## config.mk

```make
export PLATFORM = sky130hd
export DESIGN_NAME = vga_layer_scheduler
export DESIGN_NICKNAME = d
export VERILOG_FILES = /design/src/rtl/vga_layer_scheduler.sv
export SDC_FILE = /design/constraint.sdc
export NUM_CORES = 1
export LEC_CHECK = 0
export ABC_AREA = 1
export CAP_MARGIN = 20
export CORE_ASPECT_RATIO = 1.5
export CORE_MARGIN = 1.5
export CORE_UTILIZATION = 40
export CTS_CLUSTER_SIZE = 40
export DETAILED_ROUTE_END_ITERATION = 10
export PLACE_DENSITY = 0.59
export SKIP_CTS_REPAIR_TIMING = 1
export SYNTH_ARGS = -nofsm -noshare
export SYNTH_HDL_FRONTEND = slang
export SYNTH_SLANG_ARGS = --single-unit
export TNS_END_PERCENT = 50
```

## constraint.sdc

```tcl
create_clock -name VGA_CLK -period 25.4 [get_ports VGA_CLK]
set_input_delay 3.81 -clock VGA_CLK [delete_from_list [all_inputs] [get_ports VGA_CLK]]
set_output_delay 3.81 -clock VGA_CLK [all_outputs]
set_load 0.01 [all_outputs]
```

## src/rtl/vga_layer_scheduler.sv

```systemverilog
// vga_layer_scheduler: composites solid rectangle layers over a background.
// Layers are programmed into a shadow bank and swapped in at vblank entry.
module vga_layer_scheduler #(
    parameter int          NUM_LAYERS = 4,
    parameter int          H_ACTIVE   = 640,
    parameter int          V_ACTIVE   = 480,
    parameter logic [23:0] BG_COLOR   = 24'h000000
) (
    input  logic                          VGA_CLK,
    input  logic                          reset,
    input  logic                          VGA_BLANK_N,
    input  logic                          VGA_VS,
    input  logic                          cfg_valid,
    output logic                          cfg_ready,
    input  logic [$clog2(NUM_LAYERS)-1:0] cfg_layer,
    input  logic [9:0]                    cfg_x0,
    input  logic [9:0]                    cfg_x1,
    input  logic [9:0]                    cfg_y0,
    input  logic [9:0]                    cfg_y1,
    input  logic [23:0]                   cfg_color,
    input  logic                          cfg_enable,
    input  logic                          commit,
    output logic                          commit_pending,
    output logic                          frame_done,
    output logic [9:0]                    pix_x,
    output logic [9:0]                    pix_y,
    output logic [23:0]                   rgb_color
);
    localparam logic [9:0] X_LAST = 10'(H_ACTIVE - 1);
    localparam logic [9:0] Y_LAST = 10'(V_ACTIVE - 1);

    typedef enum logic [1:0] {OPEN, PENDING, COPY} state_t;

    typedef struct packed {
        logic        en;
        logic [23:0] color;
        logic [9:0]  y1;
        logic [9:0]  y0;
        logic [9:0]  x1;
        logic [9:0]  x0;
    } layer_t;

    state_t      state;
    layer_t      shadow [NUM_LAYERS];
    layer_t      active [NUM_LAYERS];
    logic        blank_q;
    logic        line_end;
    logic        vblank_entry;
    logic        cfg_write;
    logic [23:0] hit_color;

    assign line_end     = blank_q & ~VGA_BLANK_N;
    assign vblank_entry = line_end && (pix_y == Y_LAST);
    assign cfg_write    = cfg_valid && cfg_ready
                          && (int'(cfg_layer) < NUM_LAYERS);

    // Scan from lowest priority upwards so layer 0 wins any overlap.
    always_comb begin
        hit_color = BG_COLOR;
        for (int i = NUM_LAYERS - 1; i >= 0; i--) begin
            if (active[i].en
                && active[i].x0 <= pix_x && pix_x <= active[i].x1
                && active[i].y0 <= pix_y && pix_y <= active[i].y1)
                hit_color = active[i].color;
        end
    end

    always_ff @(posedge VGA_CLK or posedge reset) begin
        if (reset) begin
            blank_q   <= 1'b0;
            pix_x     <= '0;
            pix_y     <= '0;
            rgb_color <= '0;
        end else begin
            blank_q <= VGA_BLANK_N;
            if (!VGA_BLANK_N)
                pix_x <= '0;
            else if (pix_x != X_LAST)
                pix_x <= pix_x + 10'd1;
            if (!VGA_VS)
                pix_y <= '0;
            else if (line_end)
                pix_y <= pix_y + 10'd1;
            rgb_color <= VGA_BLANK_N ? hit_color : 24'h000000;
        end
    end

    always_ff @(posedge VGA_CLK or posedge reset) begin
        if (reset) begin
            state          <= OPEN;
            cfg_ready      <= 1'b1;
            commit_pending <= 1'b0;
            frame_done     <= 1'b0;
            for (int i = 0; i < NUM_LAYERS; i++) begin
                shadow[i] <= '0;
                active[i] <= '0;
            end
        end else begin
            frame_done <= vblank_entry;
            if (cfg_write)
                shadow[cfg_layer] <= {cfg_enable, cfg_color,
                                      cfg_y1, cfg_y0, cfg_x1, cfg_x0};
            unique case (state)
                OPEN: begin
                    if (commit) begin
                        state          <= PENDING;
                        cfg_ready      <= 1'b0;
                        commit_pending <= 1'b1;
                    end
                end
                PENDING: begin
                    if (vblank_entry)
                        state <= COPY;
                end
                COPY: begin
                    for (int i = 0; i < NUM_LAYERS; i++)
                        active[i] <= shadow[i];
                    commit_pending <= 1'b0;
                    cfg_ready      <= 1'b1;
                    state          <= OPEN;
                end
                default: state <= OPEN;
            endcase
        end
    end
endmodule

```

=== After elaboration in Yosys (flattened, before gate mapping) ===
Index checks and enable logic that the tools add are counted.

* $add $sub $neg: 2
* Magnitude comparators: 18
* Equal/unequal tests: 8
* Mux-type cells: 19
* Bitwise logic cells: 3
* Reduce and logical (&&, ||, !) cells: 23

{| class="wikitable"
|+ Operators by type and width
! cell !! number
|-
| 260-bit bitwise mux || 1
|-
| 10-bit <= comparator || 16
|-
| 65-bit demux with 2-bit select || 1
|-
| 24-bit two-way mux || 5
|-
| 65-bit two-way mux || 1
|-
| 10-bit two-way mux || 4
|-
| 10-bit by 1-bit adder with 10-bit output, second input constant || 2
|-
| 1-bit logical AND || 19
|-
| 10-bit by 9-bit equality test with 1-bit output, second input constant || 1
|-
| 10-bit != test, second input constant || 1
|-
| 2-bit two-way mux || 2
|-
| 2-bit by 1-bit != test with 1-bit output, second input constant || 2
|-
| 2-bit != test, second input constant || 2
|-
| 1-bit case mux with 2 select lines || 2
|-
| 2-bit case mux with 2 select lines || 1
|-
| 2-bit AND reduction || 2
|-
| 3-bit greater-or-equal comparator, second input constant || 1
|-
| 3-bit by 1-bit < comparator with 1-bit output, second input constant || 1
|-
| 2-bit NOT with 3-bit output || 1
|-
| 2-bit by 1-bit equality test with 1-bit output, second input constant || 1
|-
| 2-bit equality test, second input constant || 1
|-
| 2-bit logical NOT || 1
|-
| 1-bit two-way mux || 2
|-
| 2-bit nonzero test || 1
|-
| 2 further kinds || 2
|}

* Bits in registers: 570
* Input bits: 73
* Output and inout bits: 47
* Logic and storage cells: 129

=== Longest topological paths before layout ===
Gate-level depths: netlist of the first run.

* Depth after elaboration: 10
* Gate-level depth with buffers: 17
* Mapped depth without buffers: 16

=== Least setup slack after synthesis of the first run ===
OpenSTA, ideal clock, no wires.

* Kind: input port to flip-flop
* Start: input port cfg_valid
* End: register shadow[11] (netlist name)
* Arrival: 4.752 ns
* Required time: 25.322 ns
* Setup slack: 20.571 ns
* Cell stages on the path: 6
* Path buffers: 2
* Path through: nand2_1 -> nor2_1 -> clkbuf_1 -> clkbuf_1 -> nor2_1 -> a21oi_1

* Longest elaborated chain between the ends: 1

{| class="wikitable"
|+ Ends and longest elaborated chain
! element !! RTL line !! source
|-
| start: declaration || 13 || <nowiki>input logic cfg_valid,</nowiki>
|-
| 1-bit logical AND || 54 || <nowiki>assign cfg_write = cfg_valid && cfg_ready</nowiki>
|-
| end signal: indexed assignment || 101 || <nowiki>shadow[cfg_layer] <= {cfg_enable, cfg_color,</nowiki>
|-
| end: declaration || 44 || <nowiki>layer_t shadow [NUM_LAYERS];</nowiki>
|}

Every way passes these cells.
A chain may end at the register's enable or synchronous reset.

==> results of run 1 <==
[routing by layer]
metal  wire, um  part of all wire  vias up
li1           -                 -     9641
met1      28070              0.43     9540
met2      32210              0.49      428
met3       2537             0.039      125
met4       2541             0.039        2
met5         13           0.00020        -
[cell type report]
cell class                 instances  area, um^2
fill                            6317       34720
inverter                         295        1117
sequential                       570       14260
tap                              870        1089
clock inverter                    10       132.6
timing repair buffer             142        1421
multi-input combinational       1977       10100
clock buffer                      84        1633
[kinds of logic after synthesis]
logic type | Yosys count | synth area share
flops | 570 | 0.5474
compound gates | 554 | 0.1127
simple gates | 1261 | 0.1950
fa+ha+maj | 162 | 0.07779
buf+inv | 437 | 0.06703
[critical path, cell delays in order]
cell	delay [ns]
clkdlybuf4s50_1	0.49
inv_8	0.57
buf_4	0.82
buf_4	0.83
[state kept, by name, indices dropped and copies added (netlist names)]
name and cells:
pix_x 10, rgb_color 24, frame_done 1, commit_pending 1
state 2, shadow 260, cfg_ready 1, blank_q 1
active 260, pix_y 10
[power breakdown]
| group | total (mW) | internal (mW) | leakage (nW) | switching, mW |
|---|---|---|---|---|
| clock | 0.805 | 0.452 | 0.866 | 0.353 |
| sequential | 0.910 | 0.908 | 7.84 | 0.00203 |
| combinational | 0.0804 | 0.0226 | 6.31 | 0.0577 |
| total | 1.80 | 1.38 | 15.0 | 0.413 |
[cell usage after synthesis, types with 2 or more instances]
cell      number  area share
a21o_1         8      0.0023
a21oi_1      111       0.021
a21oi_2       16      0.0054
a31oi_1        2     0.00048
buf_1          6     0.00086
buf_2         42      0.0081
buf_4          2     0.00058
buf_6          4      0.0017
clkbuf_1      87       0.013
dfrtp_1      569        0.55
ha_1         162       0.078
inv_1        282       0.041
inv_2         12      0.0017
nand2_1      993        0.14
nand2_2       14      0.0034
nand3_1       27      0.0052
nand3_2        3      0.0012
nand4_1       64       0.015
nor2_1       114       0.016
nor2_2         4     0.00096
nor2_4         3      0.0013
nor3_1        35      0.0067
o211ai_1       8      0.0023
o21a_1         7      0.0020
o21ai_0      382       0.073
o21ai_1        6      0.0012
o21bai_1       7      0.0020
o31ai_1        2     0.00058
[worst paths after layout]
check                       startpoint           end  slack, ns  depth (start not counted)
min in group asynchronous        reset    shadow[14]       3.73                          2
max reg2reg                   pix_x[5]  rgb_color[1]      21.29                         13
max                              reset   active[232]      19.23                          4
min reg2reg                active[243]   active[243]       0.47                          2
min                        active[243]   active[243]       0.47                          2
max in group VGA_CLK          pix_x[0]      pix_x[0]      19.74                          1
==> reports/results.txt, run 1 <==
Gr ovfl total = 0
Arr. time, crit path = 6.76 ns
Final Skew = 0.02606 ns
Vias per inst = 4.999
Die width = 211.4 um
CTS Sinks = 570
Cell Count, Final, Fillers Out = 3,948
Async SR Flop Fraction = 1.000
Total GRT Usage = 0.2009
Mean Syn Cell Area = 8.732 um^2
Final Util = 0.4615
Number of diodes = 0
Share of layout cells above drive strength 1 = 0.05523
Max VDD drop = 0.07144 mV
Placed Area = 27,970 um^2
Number of global-route vias before repair = 19,970
Die height = 315.6 um
RSZ-0062 raised after global routing = false
Final setup viols = 0
Initial antenna violation count = 1
Synthesized net count = 3,219
Total CTS buffers = 53
Vias = 19,740
Post-route ant nets = 0
Core area = 64,470 um^2
Mapped Cells = 2,984
IO buf count = 119
Commonest non-fill, non-tap cell in the layout = nand2_1
Skew-Pair Late Insertion Delay = 0.62 ns
Critical path fanouts, max = 136
Distinct cells, synth = 40
Slew margin rel. = 0.2599
GR Layer Usage met1 = 0.2534
Top Ports = 120
GR peak layer = met2
Layout area overhead = 14.18%
Final Max Slew Viols = 0
Pleak = 15.01 nW
WL final = 65,370 um
Kind of critical path = in2async
Yosys warnings = 0
Main synth FF type = dfrtp_1
Synth Cell Area = 26,060 um^2
Rows = 114
CTS Buffer Depth = 3
Tcrit/Tclk final = 0.2429
CTS tree = done
Initial core utilization = 0.4042
Status = finished, final reports clean
Final instance area = 29,750 um^2
Met2 Usage GRT = 0.3501
Power per cell area = 60.36 nW/um^2
#FFs+latches synth = 570
Detailed Route Iter0 Violations = 1,189
Detailed placement HPWL = 41,460 um
Routed wire per std cell = 16.56 um
Worst EP required = 25.99 ns
Commonest cells after routing, fill and taps aside = 991 x nand2_1, 569 x dfrtp_1, 382 x o21ai_0
Clock slew at reported path FFs = 0.06 ns
Met3 usage = 0.02314
Startpoint Class = input port
Worst-margin pin slew = 1.110 ns
Largest net degree at the start of global routing = 240
Die footprint = 66,720 um^2
Final net count = 3,274
Final hold vios = 0
Gpl congestion = 0.8227
Peak Freq = 162.1 MHz
Tmin final = 6.170 ns
Power Total = 1.796 mW
Placed Cells = 3,853
Setup tns final = 0 ns
Drt first pass iters = 6
Post-route setup slack = 19.23 ns
HP Class = reg2reg
CP Capture Type = async pin
DRC = 0
Hold slack = 0.4662 ns
Dpl ws = 18.44 ns
Max Cap Viol = 0
Root Buffer = clkbuf_16
Post-synth EDFFs = 0
First-pass GRT wire length = 106,300 um
Register area share after synthesis = 0.5474
H-tree levels = 2
Note: power is estimated with default switching activity, not from simulation.
==> inputs of run 2 (changes only) <==
==> constraint.sdc (replaced) <==
create_clock -name VGA_CLK -period 5.71 [get_ports VGA_CLK]
set_input_delay 0.8565 -clock VGA_CLK [delete_from_list [all_inputs] [get_ports VGA_CLK]]
set_output_delay 0.8565 -clock VGA_CLK [all_outputs]
set_load 0.01 [all_outputs]
==> run 2 against run 1 <==
  * Largest cell class unchanged
  * Cell count up 0.10%
  * Non-clock buffer count unchanged
  * Power rose to 4.6 times the previous value
  * Sequential power rose to 4.5 times the previous value
  * Critical path type is now reg2reg
  * Via count down 0.14%
  * Combinational power rose to 4.5 times the previous value
  * Wire length up 1.8%
  * Worst setup slack worse by 17 ns
  * Clock power rose to 4.7 times the previous value
  * First-iteration DRC count up 3.1%
  * Hold slack worse by 0.012 ns
==> reports/results.txt, run 2 (synthesis gave the netlist of run 1 again) <==
Skew-Pair Late Insertion Delay = 0.65 ns (+0.03 ns)
Detailed placement HPWL = 43,930 um (+5.9%)
CP Capture Type = flop
Worst setup path startpoint = pix_x[5]
Worst path max stage delay = 0.77 ns (-0.06 ns)
Post-route setup slack = 2.062 ns (-17.17 ns)
Worst-margin pin slew = 1.318 ns (+0.2078 ns)
Status = finished, final reports clean
CTS Buffer Depth = 3 (unchanged)
Reg2Reg Setup Slack = 2.06 ns (-19.23 ns)
Fillers = 6,312 (-0.079%)
Seq pwr share = 0.495 (-0.012)
R2R depth = 16 (+3)
Power per cell area = 273.4 nW/um^2 (+350%)
IO buf count = 119 (unchanged)
Kind of critical path = reg2reg
Layout area overhead = 14.78%
Largest net degree at the start of global routing = 254 (+5.8%)
Hold slack = 0.4544 ns (-0.01175 ns)
Setup crit end = rgb_color[23]
Number of global-route vias before repair = 19,990 (+0.075%)
Worst EP required = 6.23 ns (-19.76 ns)
Rows = 114 (unchanged)
Sequential Area = 14,260 um^2 (unchanged)
Pint = 6.306 mW (+360%)
Slowest CP cell = nand3_2
Tmin final = 3.648 ns
Top Ports = 120 (unchanged)
Startpoint Class = flop
Tcrit/Tclk final = 0.6389
Pleak = 15.07 nW (+0.41%)
WL final = 66,570 um (+1.8%)
Final Util = 0.4639 (+0.002406)
Arr. time, crit path = 4.17 ns (-2.59 ns)
Vias per inst = 4.987 (-0.24%)
Final net count = 3,275 (+0.031%)
Drt first pass iters = 5 (-1)
Critical path fanouts, max = 25 (-82%)
DRC = 0 (unchanged)
Die height = 315.6 um (unchanged)
Gr ovfl total = 0 (unchanged)
RSZ-0062 raised after global routing = false
Multi-input gate area = 10,090 um^2 (about the same)
Post-route ant nets = 0 (unchanged)
Die width = 211.4 um (unchanged)
Total CTS buffers = 54 (+1.9%)
Die footprint = 66,720 um^2 (unchanged)
Crit Reg-Reg Endpoint = rgb_color[23]
Crit-path cells = inv_1, ha_1, nand2_1, inv_1, nand2_1, nand2_1, nand2_1, nand3_1, nand2_1, nand2_1, nor2_4, nand3_2, nand2_1, nand2_1, nand2_1, a21oi_1
Dpl ws = 2.059 ns (-16.38 ns)
Max VDD drop = 0.2024 mV (+180%)
Peak Freq = 274.1 MHz
Part of the power in combinational logic = 0.044 (about the same)
Final instance area = 29,910 um^2 (+0.52%)
Clk pwr share = 0.461 (+0.013)
Final Skew = 0.04216 ns (+0.01610 ns)
CTS tree = done
Core area = 64,470 um^2 (unchanged)
Sw frac = 0.2290 (-0.0007404)
Initial antenna violation count = 1 (unchanged)
Commonest cells after routing, fill and taps aside = 991 x nand2_1, 569 x dfrtp_1, 382 x o21ai_0
Slew margin rel. = 0.1214 (-0.1385)
Power Total = 8.178 mW (+360%)
Clock slew at reported path FFs = 0.07 ns (about the same)
Final setup viols = 0 (unchanged)
Most frequent CP cell = nand2_1
Final Max Slew Viols = 0 (unchanged)
Commonest non-fill, non-tap cell in the layout = nand2_1
Gpl congestion = 0.8355 (+1.6%)
Share of layout cells above drive strength 1 = 0.05678 (+0.001551)
Max Cap Viol = 0 (unchanged)
Largest registers = active: 260 flops, shadow: 260 flops, rgb_color: 24 flops
Reg2Reg Launch Point = pix_x[5]
Initial core utilization = 0.4042 (unchanged)
Final hold vios = 0 (unchanged)
Number of diodes = 0 (unchanged)
Vias = 19,710 (-0.14%)
Detailed Route Iter0 Violations = 1,226 (+3.1%)
Routed wire per std cell = 16.84 um (+1.7%)
Root Buffer = clkbuf_16
HP Class = reg2reg
Switching Power = 1.873 mW (+350%)
First-pass GRT wire length = 108,000 um (+1.7%)
Placed Area = 28,020 um^2 (+0.18%)
Total GRT Usage = 0.2048 (+0.003960)
CTS Sinks = 570 (unchanged)
H-tree levels = 2 (unchanged)
[run 2: cell types whose count changed in the layout (fill, tap and decap cells not counted), sizes merged]
cell / previous run / this run
bufinv: 1 / 7
inv: 297 / 296
clkinvlp: 1 / 4
clkbuf: 84 / 72
clkinv: 6 / 14
[run 2: stage by stage]
stage | TNS (ns) | std cells
after floorplan | -1656.11 | 2984
after global placement | 0 | 3850
after detailed placement | 0 | 3852
after CTS | 0 | 3950
after global routing | 0 | 3952
final | 0 | 3952
[run 2: how the worst min path moves through the flow]
| stage | from | to | depth (start not counted) |
|---|---|---|---|
| 2_1_floorplan | state[1] | state[1] | 1 |
| 3_3_place_gp | active[259] | active[259] | 2 |
| 3_5_place_dp | active[251] | active[251] | 2 |
| 4_1_cts | shadow[258] | active[258] | 2 |
| 5_1_grt | shadow[259] | active[259] | 2 |
| 6_report | shadow[259] | active[259] | 2 |
[run 2: power groups by stage]
stage          registers, mW  clock network [mW]  logic (mW)
2_1_floorplan           4.13                   0       0.191
3_3_place_gp            4.12                   0       0.361
3_5_place_dp            4.12                   0       0.366
4_1_cts                 4.05                3.87       0.368
5_1_grt                 4.05                4.02       0.400
6_report                4.05                3.77       0.360
[run 2: area by class of cell]
type / count / share of cell area
sequential: 570 / 0.4769
multi-input combinational: 1977 / 0.3373
timing repair buffer: 142 / 0.05028
clock buffer: 72 / 0.04978
inverter: 295 / 0.03723
tap: 870 / 0.03640
clock inverter: 26 / 0.01205
[run 2: per-layer routing]
| metal | up-vias | part of all wire | routed length [um] | global-route usage |
|---|---|---|---|---|
| met1 | 9557 | 0.44 | 29160 | 0.2602 |
| met4 | 0 | 0.025 | 1653 | 0.05974 |
| li1 | 9662 | - | - | - |
| met3 | 91 | 0.036 | 2367 | 0.02612 |
| met2 | 398 | 0.50 | 33390 | 0.3639 |
| met5 | - | 0 | 0 | 0 |
[run 2: critical path, delay by kind of cell (launching register included)]
family          cells  cell delay [ns]
compound gates      1             0.09
flops               1             0.51
buf+inv             2             0.25
simple gates       12             2.33
fa+ha+maj           1             0.34
==> inputs of run 3 (changes only) <==
==> constraint.sdc (replaced) <==
create_clock -name VGA_CLK -period 3.6 [get_ports VGA_CLK]
set_input_delay 0.54 -clock VGA_CLK [delete_from_list [all_inputs] [get_ports VGA_CLK]]
set_output_delay 0.54 -clock VGA_CLK [all_outputs]
set_load 0.01 [all_outputs]
==> run 3 against run 2 <==
  * Hold slack got worse by 0.18 ns
  * Design area rose by 0.69%
  * Count of clock-buffer cells in the layout rose by 6
  * Via count increased by 0.33%
  * Wire length rose by 2.0%
  * Sequential power increased by 59%
  * Clock skew is 0.015 ns lower
  * Utilization up 0.32 points
  * Die area unchanged
  * Global-route usage up 0.45 points
  * Critical path depth decreased by 5
==> reports/results.txt, run 3 (synthesis gave the netlist of run 1 again) <==
Status = finished, final reports clean
Max VDD drop = 0.4599 mV (+130%)
Die footprint = 66,720 um^2 (unchanged)
DRC = 0 (unchanged)
Final hold vios = 0 (unchanged)
Commonest cells after routing, fill and taps aside = 991 x nand2_1, 569 x dfrtp_1, 382 x o21ai_0
RSZ-0062 raised after global routing = false
Final net count = 3,295 (+0.61%)
Top Ports = 120 (unchanged)
CTS tree = done
Max Cap Viol = 0 (unchanged)
CP Capture Type = flop
Slew margin rel. = 0.3818 (+0.2604)
Gpl congestion = 0.8384 (+0.35%)
Detailed placement HPWL = 45,450 um (+3.5%)
Kind of critical path = reg2reg
First-pass GRT wire length = 109,900 um (+1.7%)
Peak Freq = 332.2 MHz (+21%)
Drt first pass iters = 5 (unchanged)
Hold slack = 0.2784 ns (-0.1760 ns)
Pleak = 15.19 nW (+0.75%)
Placed Area = 28,200 um^2 (+0.66%)
Number of global-route vias before repair = 20,180 (+0.98%)
Power Total = 13.09 mW (+60%)
Placed Cells = 3,872 (+0.52%)
Final Max Slew Viols = 0 (unchanged)
Die height = 315.6 um (unchanged)
Final Util = 0.4671 (+0.003183)
HP Class = in2async
Cell Count, Final, Fillers Out = 3,973 (+0.53%)
Routed wire per std cell = 17.08 um (+1.4%)
Total CTS buffers = 56 (+3.7%)
R2R depth = 11 (-5)
Gr ovfl total = 0 (unchanged)
Crit Reg-Reg Endpoint = rgb_color[8]
WL final = 67,870 um (+2.0%)
Post-route ant nets = 0 (unchanged)
Initial core utilization = 0.4042 (unchanged)
Layout area overhead = 15.57%
Startpoint Class = flop
Post-route setup slack = 0.5896 ns (-1.472 ns)
Largest registers = active: 260 flops, shadow: 260 flops, rgb_color: 24 flops
Setup tns final = 0 ns (unchanged)
Power per cell area = 434.7 nW/um^2 (+59%)
Total GRT Usage = 0.2093 (+0.004453)
Final Skew = 0.02761 ns (-0.01455 ns)
Share of layout cells above drive strength 1 = 0.06316 (+0.006383)
Tcrit/Tclk final = 0.8362 (+0.1973)
H-tree levels = 2 (unchanged)
Skew-Pair Late Insertion Delay = 0.64 ns (about the same)
Setup crit end = rgb_color[8]
Commonest non-fill, non-tap cell in the layout = nand2_1
IO buf count = 119 (unchanged)
Tmin final = 3.010 ns (-0.6376 ns)
Arr. time, crit path = 3.53 ns (-0.64 ns)
CTS Buffer Depth = 3 (unchanged)
Clock slew at reported path FFs = 0.06 ns (about the same)
Rows = 114 (unchanged)
Number of diodes = 0 (unchanged)
CTS Sinks = 570 (unchanged)
Worst-margin pin slew = 0.9273 ns (-0.3907 ns)
Final instance area = 30,110 um^2 (+0.69%)
Vias per inst = 4.977 (-0.20%)
Initial antenna violation count = 0 (-1)
Vias = 19,770 (+0.33%)
Reg2Reg Launch Point = pix_y[5]
Critical path fanouts, max = 24 (-4.0%)
Core area = 64,470 um^2 (unchanged)
Worst EP required = 4.12 ns (-2.11 ns)
Final setup viols = 0 (unchanged)
Die width = 211.4 um (unchanged)
Largest net degree at the start of global routing = 218 (-14%)
Root Buffer = clkbuf_16
Reg2Reg Setup Slack = 0.59 ns (-1.47 ns)
Detailed Route Iter0 Violations = 1,181 (-3.7%)
Dpl ws = 0.5878 ns (-1.471 ns)
Fillers = 6,306 (-0.095%)
Worst setup path startpoint = pix_y[5]
[run 3: cell count changes in the layout (fill, tap and decap cells not counted), sizes merged]
| cell | before | now |
|---|---|---|
| buf | 23 | 41 |
| bufinv | 7 | 5 |
| clkbuf | 72 | 78 |
| clkinv | 14 | 12 |
| clkinvlp | 4 | 3 |
| inv | 296 | 298 |
[run 3: cell type report]
cell class | instances | area, um^2 | share of cell area
Clock inverter | 23 | 315.3 | 0.01047
Clock buffer | 78 | 1594 | 0.05293
Multi-Input combinational cell | 1977 | 10090 | 0.3350
Timing Repair Buffer | 160 | 1649 | 0.05476
Tap cell | 870 | 1089 | 0.03615
Sequential cell | 570 | 14260 | 0.4737
Inverter | 295 | 1114 | 0.03698
[run 3: where the power goes]
| group | internal (mW) | switching, mW |
|---|---|---|
| combinational | 0.173 | 0.410 |
| sequential | 6.41 | 0.0108 |
| clock | 3.48 | 2.61 |
[run 3: worst max-delay path, cell delays in order, from the launching register on]
cell and delay, ns:
dfrtp_1 0.54, inv_1 0.25, ha_1 0.36, nand2_1 0.09, nor3_1 0.16, nand3_1 0.12, o21ai_2 0.27, nand3_2 0.63
nand2_1 0.26, nand2_1 0.07, nand2_1 0.07, a21oi_2 0.05
[run 3: per-layer routing]
layer / global-route usage / vias to the layer above / share of wire
li1: - / 9712 / -
met1: 0.2677 / 9611 / 0.43
met2: 0.3680 / 360 / 0.51
met3: 0.02702 / 90 / 0.038
met4: 0.06429 / 0 / 0.024
met5: 0 / - / 0
[run 3: how the worst min path moves through the flow]
stage | start | endpoint | cells after the start
CTS | reset | active[32] | 2
floorplan | state[1] | state[1] | 1
finish | reset | active[98] | 2
detailed placement | active[247] | active[247] | 2
global route | reset | active[33] | 2
global placement | active[247] | active[247] | 2
